==> src/rtl/fetch_stage.sv <==
// fetch_stage: instruction-fetch stage that sits between the PC block and decode.
// It presents the PC to a multi-cycle instruction memory (Rd/Done/Stall),
// loads the IF/ID register and back-pressures the PC through PcHold.
// It also handles decode stalls, branch/jump flushes and halt.
//
// Ports:
//   clk, rst           clock (rising edge), async active-high reset
//   PcIn, PcIncIn      PC to fetch and PC+2 from the PC block
//   IMemAddr, IMemRd   memory request address / strobe
//   IMemData/Done/Stall memory response: data, completion, busy
//   IdStall            decode cannot accept; hold IF/ID
//   Flush              squash the fetched or in-flight instruction (redirect)
//   Halt               stop fetching until reset
//   PcHold             1 = PC must not advance
//   IfIdInstr/PcInc/Valid  IF/ID pipeline register
module fetch_stage #(
  parameter logic [15:0] NOP_INSTR = 16'h0800
) (
  input  logic        clk,
  input  logic        rst,
  input  logic [15:0] PcIn,
  input  logic [15:0] PcIncIn,
  output logic [15:0] IMemAddr,
  output logic        IMemRd,
  input  logic [15:0] IMemData,
  input  logic        IMemDone,
  input  logic        IMemStall,
  input  logic        IdStall,
  input  logic        Flush,
  input  logic        Halt,
  output logic        PcHold,
  output logic [15:0] IfIdInstr,
  output logic [15:0] IfIdPcInc,
  output logic        IfIdValid
);

  typedef enum logic [2:0] {S_REQ, S_WAIT, S_HOLD, S_DRAIN, S_HALTED} state_t;

  typedef struct packed {
    logic [15:0] instr;
    logic [15:0] pcinc;
    logic        valid;
  } ifid_t;

  state_t      state, state_nx;
  ifid_t       ifid;
  logic [15:0] req_addr, req_pcinc;
  logic [15:0] buf_instr, buf_pcinc;

  logic        accept;     // request taken by memory this cycle
  logic        cap;        // memory data for a live request arrives this cycle
  logic [15:0] cap_pcinc;
  logic        deliver;    // an instruction is written into IF/ID this cycle
  logic        pending;    // a read is still outstanding after this edge

  assign accept    = (state == S_REQ) && !IMemStall;
  assign cap       = (accept && IMemDone) || ((state == S_WAIT) && IMemDone);
  // A same-cycle hit has not latched req_pcinc yet, so take it from the input.
  assign cap_pcinc = (state == S_REQ) ? PcIncIn : req_pcinc;
  assign deliver   = !Flush && !Halt && !IdStall && (cap || (state == S_HOLD));
  assign pending   = (accept && !IMemDone) ||
                     (((state == S_WAIT) || (state == S_DRAIN)) && !IMemDone);

  assign IMemRd    = (state == S_REQ) && !rst;
  assign IMemAddr  = (state == S_REQ) ? PcIn : req_addr;
  // Flush releases the PC so the redirect target loads; halt pins it.
  assign PcHold    = rst || (state == S_HALTED) || !(Flush || deliver);

  assign IfIdInstr = ifid.instr;
  assign IfIdPcInc = ifid.pcinc;
  assign IfIdValid = ifid.valid;

  always_comb begin
    state_nx = state;
    if (state == S_HALTED)
      state_nx = S_HALTED;
    else if (Flush)
      state_nx = pending ? S_DRAIN : S_REQ;
    else if (Halt)
      state_nx = S_HALTED;
    else begin
      case (state)
        S_REQ:   if (accept) state_nx = IMemDone ? (IdStall ? S_HOLD : S_REQ) : S_WAIT;
        S_WAIT:  if (IMemDone) state_nx = IdStall ? S_HOLD : S_REQ;
        S_HOLD:  if (!IdStall) state_nx = S_REQ;
        S_DRAIN: if (IMemDone) state_nx = S_REQ;
        default: state_nx = S_REQ;
      endcase
    end
  end

  always_ff @(posedge clk or posedge rst) begin
    if (rst) begin
      state     <= S_REQ;
      ifid      <= {NOP_INSTR, 16'h0000, 1'b0};
      req_addr  <= '0;
      req_pcinc <= '0;
      buf_instr <= '0;
      buf_pcinc <= '0;
    end else begin
      state <= state_nx;

      if (accept) begin
        req_addr  <= PcIn;
        req_pcinc <= PcIncIn;
      end

      if (Flush) begin
        buf_instr <= '0;
        buf_pcinc <= '0;
      end else if (!Halt && cap && IdStall) begin
        buf_instr <= IMemData;
        buf_pcinc <= cap_pcinc;
      end

      // IF/ID: flush > delivery > stall hold > bubble. pcinc is kept on bubbles.
      if (Flush) begin
        ifid.instr <= NOP_INSTR;
        ifid.valid <= 1'b0;
      end else if (deliver) begin
        ifid.instr <= cap ? IMemData  : buf_instr;
        ifid.pcinc <= cap ? cap_pcinc : buf_pcinc;
        ifid.valid <= 1'b1;
      end else if (!IdStall) begin
        ifid.instr <= NOP_INSTR;
        ifid.valid <= 1'b0;
      end
    end
  end

endmodule

==> config.mk <==
export PLATFORM = sky130hd
export DESIGN_NAME = fetch_stage
export DESIGN_NICKNAME = d
export VERILOG_FILES = /design/src/rtl/fetch_stage.sv
export SDC_FILE = /design/constraint.sdc
export NUM_CORES = 1
export LEC_CHECK = 0
export CAP_MARGIN = 20
export CORE_MARGIN = 5
export CORE_UTILIZATION = 31
export CTS_CLUSTER_SIZE = 10
export DETAILED_ROUTE_END_ITERATION = 10
export HOLD_SLACK_MARGIN = 0.06
export PLACE_DENSITY = 0.63
export SLEW_MARGIN = 0
export SYNTH_ARGS = -nofsm -noshare
export SYNTH_HDL_FRONTEND = slang
export SYNTH_SLANG_ARGS = --single-unit
==> constraint.sdc <==
create_clock -name clk -period 3.65 [get_ports clk]
set_clock_uncertainty 0.15 [all_clocks]
set_input_delay 0.365 -clock clk [delete_from_list [all_inputs] [get_ports clk]]
set_output_delay 0.365 -clock clk [all_outputs]
set_load 0.03 [all_outputs]
==> impl_metrics.prom, run 1 <==
# TYPE chip_impl_metric gauge
chip_impl_metric{name="setup_viol",unit=""} 0
chip_impl_metric{name="cts_buffers",unit=""} 9
chip_impl_metric{name="drt-wirelength-per-cell",unit="um"} 16.00
chip_impl_metric{name="pwr_density_cell",unit="nW/um^2"} 561.9
chip_impl_metric{name="number_of_antenna_violations_at_the_first_check_in_global_routing",unit=""} 1
chip_impl_metric{name="place_congestion",unit=""} 0.7065
chip_impl_info{name="rsz_0062_raised_after_global_routing",value="no"} 1
chip_impl_metric{name="critPathMaxFanout",unit=""} 32
chip_impl_metric{name="antenna_cells_inserted",unit=""} 0
chip_impl_metric{name="die_area",unit="um^2"} 18310
chip_impl_metric{name="io_pins",unit=""} 106
chip_impl_metric{name="nFillCells",unit=""} 1474
chip_impl_info{name="cpMostUsedCell",value="sky130_fd_sc_hd__buf_4"} 1
chip_impl_metric{name="async_flop_share",unit="%"} 100.0
chip_impl_metric{name="dr.pass1.iters",unit=""} 4
chip_impl_metric{name="final_critical_path_setup_slack",unit="ns"} 0.4785
chip_impl_metric{name="setup-tns-final",unit="ns"} 0
chip_impl_metric{name="seq_area_frac_synth",unit="%"} 51.43
chip_impl_metric{name="initial_utilization",unit="%"} 31.79
chip_impl_metric{name="viasPerCell",unit=""} 4.761
chip_impl_info{name="endpoint_kind",value="output port"} 1
chip_impl_metric{name="place_hpwl",unit="mm"} 7.946
chip_impl_metric{name="critical_path_arrival",unit="ns"} 2.66
chip_impl_metric{name="grt_max_degree",unit=""} 60
chip_impl_info{name="tritoncts",value="yes"} 1
chip_impl_info{name="worst_path_top_cell_family_by_delay",value="buffers and inverters"} 1
chip_impl_metric{name="initialDrtViolationCount",unit=""} 156
chip_impl_info{name="crit_slowest_cell",value="sky130_fd_sc_hd__clkdlybuf4s50_1"} 1
chip_impl_info{name="startpoint_to_endpoint_class_of_the_critical_path",value="flop to output port"} 1
chip_impl_metric{name="clock_latency_late_sink",unit="ns"} 0.34
chip_impl_metric{name="ctsResizeCount",unit=""} 0
chip_impl_metric{name="post_dp_cell_area",unit="um^2"} 6132
chip_impl_metric{name="post_route_cells_drive_above_1_share",unit="%"} 17.24
chip_impl_metric{name="ant_nets",unit=""} 0
chip_impl_info{name="mostFrequentLayoutCell",value="sky130_fd_sc_hd__clkdlybuf4s50_1"} 1
chip_impl_info{name="layout_common_cells",value="sky130_fd_sc_hd__clkdlybuf4s50_1 (105), sky130_fd_sc_hd__dfrtp_1 (99), sky130_fd_sc_hd__nand2_1 (51)"} 1
chip_impl_metric{name="fp-row-count",unit=""} 45
chip_impl_metric{name="post-synth-top-area-fraction",unit="%"} 50.89
chip_impl_metric{name="fin_cells",unit=""} 733
chip_impl_metric{name="worst_pin_slew",unit="ns"} 0.7645
chip_impl_metric{name="port_bufs",unit=""} 105
chip_impl_metric{name="r2r_slack",unit="ns"} 1.14
chip_impl_metric{name="grt-ovfl-total",unit=""} 0
chip_impl_metric{name="dp_worst_setup_slack",unit="ns"} 0.7523
chip_impl_metric{name="post-cts-setup-buffer-count",unit=""} 0
chip_impl_metric{name="slew_viol_final",unit=""} 0
chip_impl_metric{name="design_area",unit="um^2"} 6446
chip_impl_metric{name="clock_tree.htree_level_count",unit=""} 3
chip_impl_metric{name="first_pass_grt_wire_length",unit="mm"} 19.13
chip_impl_metric{name="ctsHoldBuffers",unit=""} 0
chip_impl_metric{name="fp.dieW",unit="um"} 135.3
chip_impl_metric{name="fp.dieH",unit="um"} 135.3
chip_impl_metric{name="netlist-cell-type-count",unit=""} 34
chip_impl_metric{name="post-route-period-util",unit="%"} 86.89
chip_impl_metric{name="post_synth_instance_area",unit="um^2"} 4868
chip_impl_info{name="clock_tree.root_cell",value="sky130_fd_sc_hd__clkbuf_16"} 1
chip_impl_info{name="synth_flop_cell",value="sky130_fd_sc_hd__dfrtp_1"} 1
chip_impl_metric{name="timing.critical_path.required",unit="ns"} 3.13
chip_impl_metric{name="period_minus_slack",unit="ns"} 3.172
chip_impl_metric{name="remaining_drc_errors",unit=""} 0
chip_impl_info{name="min-delay-path-class",value="flop to flop"} 1
chip_impl_metric{name="p_leak",unit="nW"} 2.569
chip_impl_metric{name="synthesis.yosys.warnings",unit=""} 0
chip_impl_metric{name="numPlacedInstances",unit=""} 717
chip_impl_info{name="yosys-top-cells-area",value="sky130_fd_sc_hd__dfrtp_1 (51%), sky130_fd_sc_hd__mux2_2 (12%), sky130_fd_sc_hd__mux2i_1 (6.4%)"} 1
chip_impl_metric{name="synth_enable_flop_cells",unit=""} 0
chip_impl_info{name="synth_area_leader_cell",value="sky130_fd_sc_hd__dfrtp_1"} 1
chip_impl_metric{name="synth_cells",unit=""} 422
chip_impl_info{name="cp-start-kind",value="flop"} 1
chip_impl_metric{name="clk_pin_slew",unit="ns"} 0.07
chip_impl_metric{name="via_count",unit=""} 3490
chip_impl_metric{name="syn_to_layout_area_delta",unit="%"} 32.41
chip_impl_metric{name="max_slew_headroom",unit="%"} 49.03
chip_impl_info{name="crit_chain",value="buf_4 > nor3_4 > buf_4 > mux2_2 > clkdlybuf4s50_1"} 1
chip_impl_metric{name="drv.max_cap_violation_count",unit=""} 0
chip_impl_metric{name="timing.critical_path.slowest_cell_delay",unit="ns"} 0.60
chip_impl_metric{name="max-clock-path-buffers",unit=""} 2
chip_impl_metric{name="postRouteWirelength",unit="mm"} 11.73
chip_impl_metric{name="critical_path.n_buffers_inverters",unit=""} 3
chip_impl_metric{name="cts_num_sinks",unit=""} 100
chip_impl_metric{name="grt_pass1_vias",unit=""} 3679
chip_impl_info{name="run_status",value="complete, no violations"} 1
chip_impl_metric{name="gr-usage-all-layers",unit="%"} 13.35
chip_impl_metric{name="design.final.nets",unit=""} 572
chip_impl_metric{name="holdWs",unit="ns"} 0.3230
chip_impl_metric{name="synth_area_per_cell",unit="um^2"} 11.54
chip_impl_metric{name="vdd.ir_drop.worst",unit="mV"} 0.3476
chip_impl_metric{name="timing.fmax",unit="MHz"} 315.3
chip_impl_metric{name="register_bit_total_from_synthesis",unit=""} 100
chip_impl_metric{name="coreArea",unit="um^2"} 15310
chip_impl_metric{name="syn-num-nets",unit=""} 477
chip_impl_metric{name="hold_violations",unit=""} 0
-- kinds of logic after synthesis --
family,after synthesis,share of synthesized area (%)
compound gates,88,12.95
mux,96,21.41
simple gates,100,9.741
flops,100,51.43
buf+inv,38,4.472
-- cell type report --
| cell class | count | area (um^2) | share of cell area (%) |
|---|---|---|---|
| clock buffer | 13 | 270.3 | 4.193 |
| clock inverter | 3 | 43.79 | 0.6793 |
| inverter | 4 | 17.52 | 0.2717 |
| multi-input combinational | 284 | 2170 | 33.66 |
| sequential | 100 | 2504 | 38.84 |
| tap | 211 | 264.0 | 4.095 |
| timing repair buffer | 118 | 1177 | 18.26 |
-- cells in the mapped netlist, types with 6 or more instances --
library cell / number
sky130_fd_sc_hd__dfrtp_1: 99
sky130_fd_sc_hd__nand2_1: 51
sky130_fd_sc_hd__mux2_2: 50
sky130_fd_sc_hd__mux2i_1: 31
sky130_fd_sc_hd__nor2_1: 21
sky130_fd_sc_hd__a21oi_1: 17
sky130_fd_sc_hd__nand2b_1: 17
sky130_fd_sc_hd__a211oi_1: 16
sky130_fd_sc_hd__o31ai_1: 16
sky130_fd_sc_hd__mux2_1: 15
sky130_fd_sc_hd__o21ai_1: 15
sky130_fd_sc_hd__a2bb2oi_1: 13
sky130_fd_sc_hd__buf_2: 12
sky130_fd_sc_hd__clkbuf_1: 11
sky130_fd_sc_hd__buf_4: 6
-- metal layers --
metal	vias to the layer above	global-route usage, %	routed length (um)
met4	2	5.263	177
met1	1675	17.12	5356
met5	-	0	7
met2	103	21.60	5510
met3	13	3.418	680
li1	1697	-	-
-- sequential cells by signal, indices dropped and copies added, names as in the netlist --
name,cells
buf_instr,16
IfIdValid,1
IfIdPcInc,16
req_pcinc,16
buf_pcinc,16
IfIdInstr,16
req_addr,16
state,3
-- per-stage QoR --
stage	utilization, %	power, mW
finish	42.09	3.622
global placement	39.97	2.619
floorplan	-	2.240
detailed placement	40.04	2.649
CTS	42.09	3.687
global route	42.09	3.816
-- worst paths after layout --
kind / startpoint / to / cells after the start
max: state[0] / IMemAddr[12] / 5
min: IfIdValid / IfIdValid / 2
max reg2reg: state[1] / buf_instr[7] / 5
min reg2reg: IfIdValid / IfIdValid / 2
max in group asynchronous: rst / IfIdPcInc[4] / 3
min in group asynchronous: rst / state[2] / 2
-- worst min-delay path: stages, from the launching register on --
cell                      delay [ns]
sky130_fd_sc_hd__dfrtp_1        0.34
sky130_fd_sc_hd__nand2_1        0.05
sky130_fd_sc_hd__nand2_1        0.05
-- power breakdown --
part	total, mW	internal [mW]	switching, mW
sequential	1.45	1.32	0.131
clock	1.00	0.588	0.413
combinational	1.17	0.606	0.561
No activity file was read; power rests on OpenSTA's default activity.
==> run 2, diff against run 1 <==
--- a/config.mk
+++ b/config.mk
@@ -8,6 +8,7 @@
 export CAP_MARGIN = 20
 export CORE_MARGIN = 5
 export CORE_UTILIZATION = 31
+export CTS_CLUSTER_DIAMETER = 60
 export CTS_CLUSTER_SIZE = 10
 export DETAILED_ROUTE_END_ITERATION = 10
 export HOLD_SLACK_MARGIN = 0.06
==> results of run 2 <==
Same layout as run 1: the final DEF is identical, and so are final timing and power.
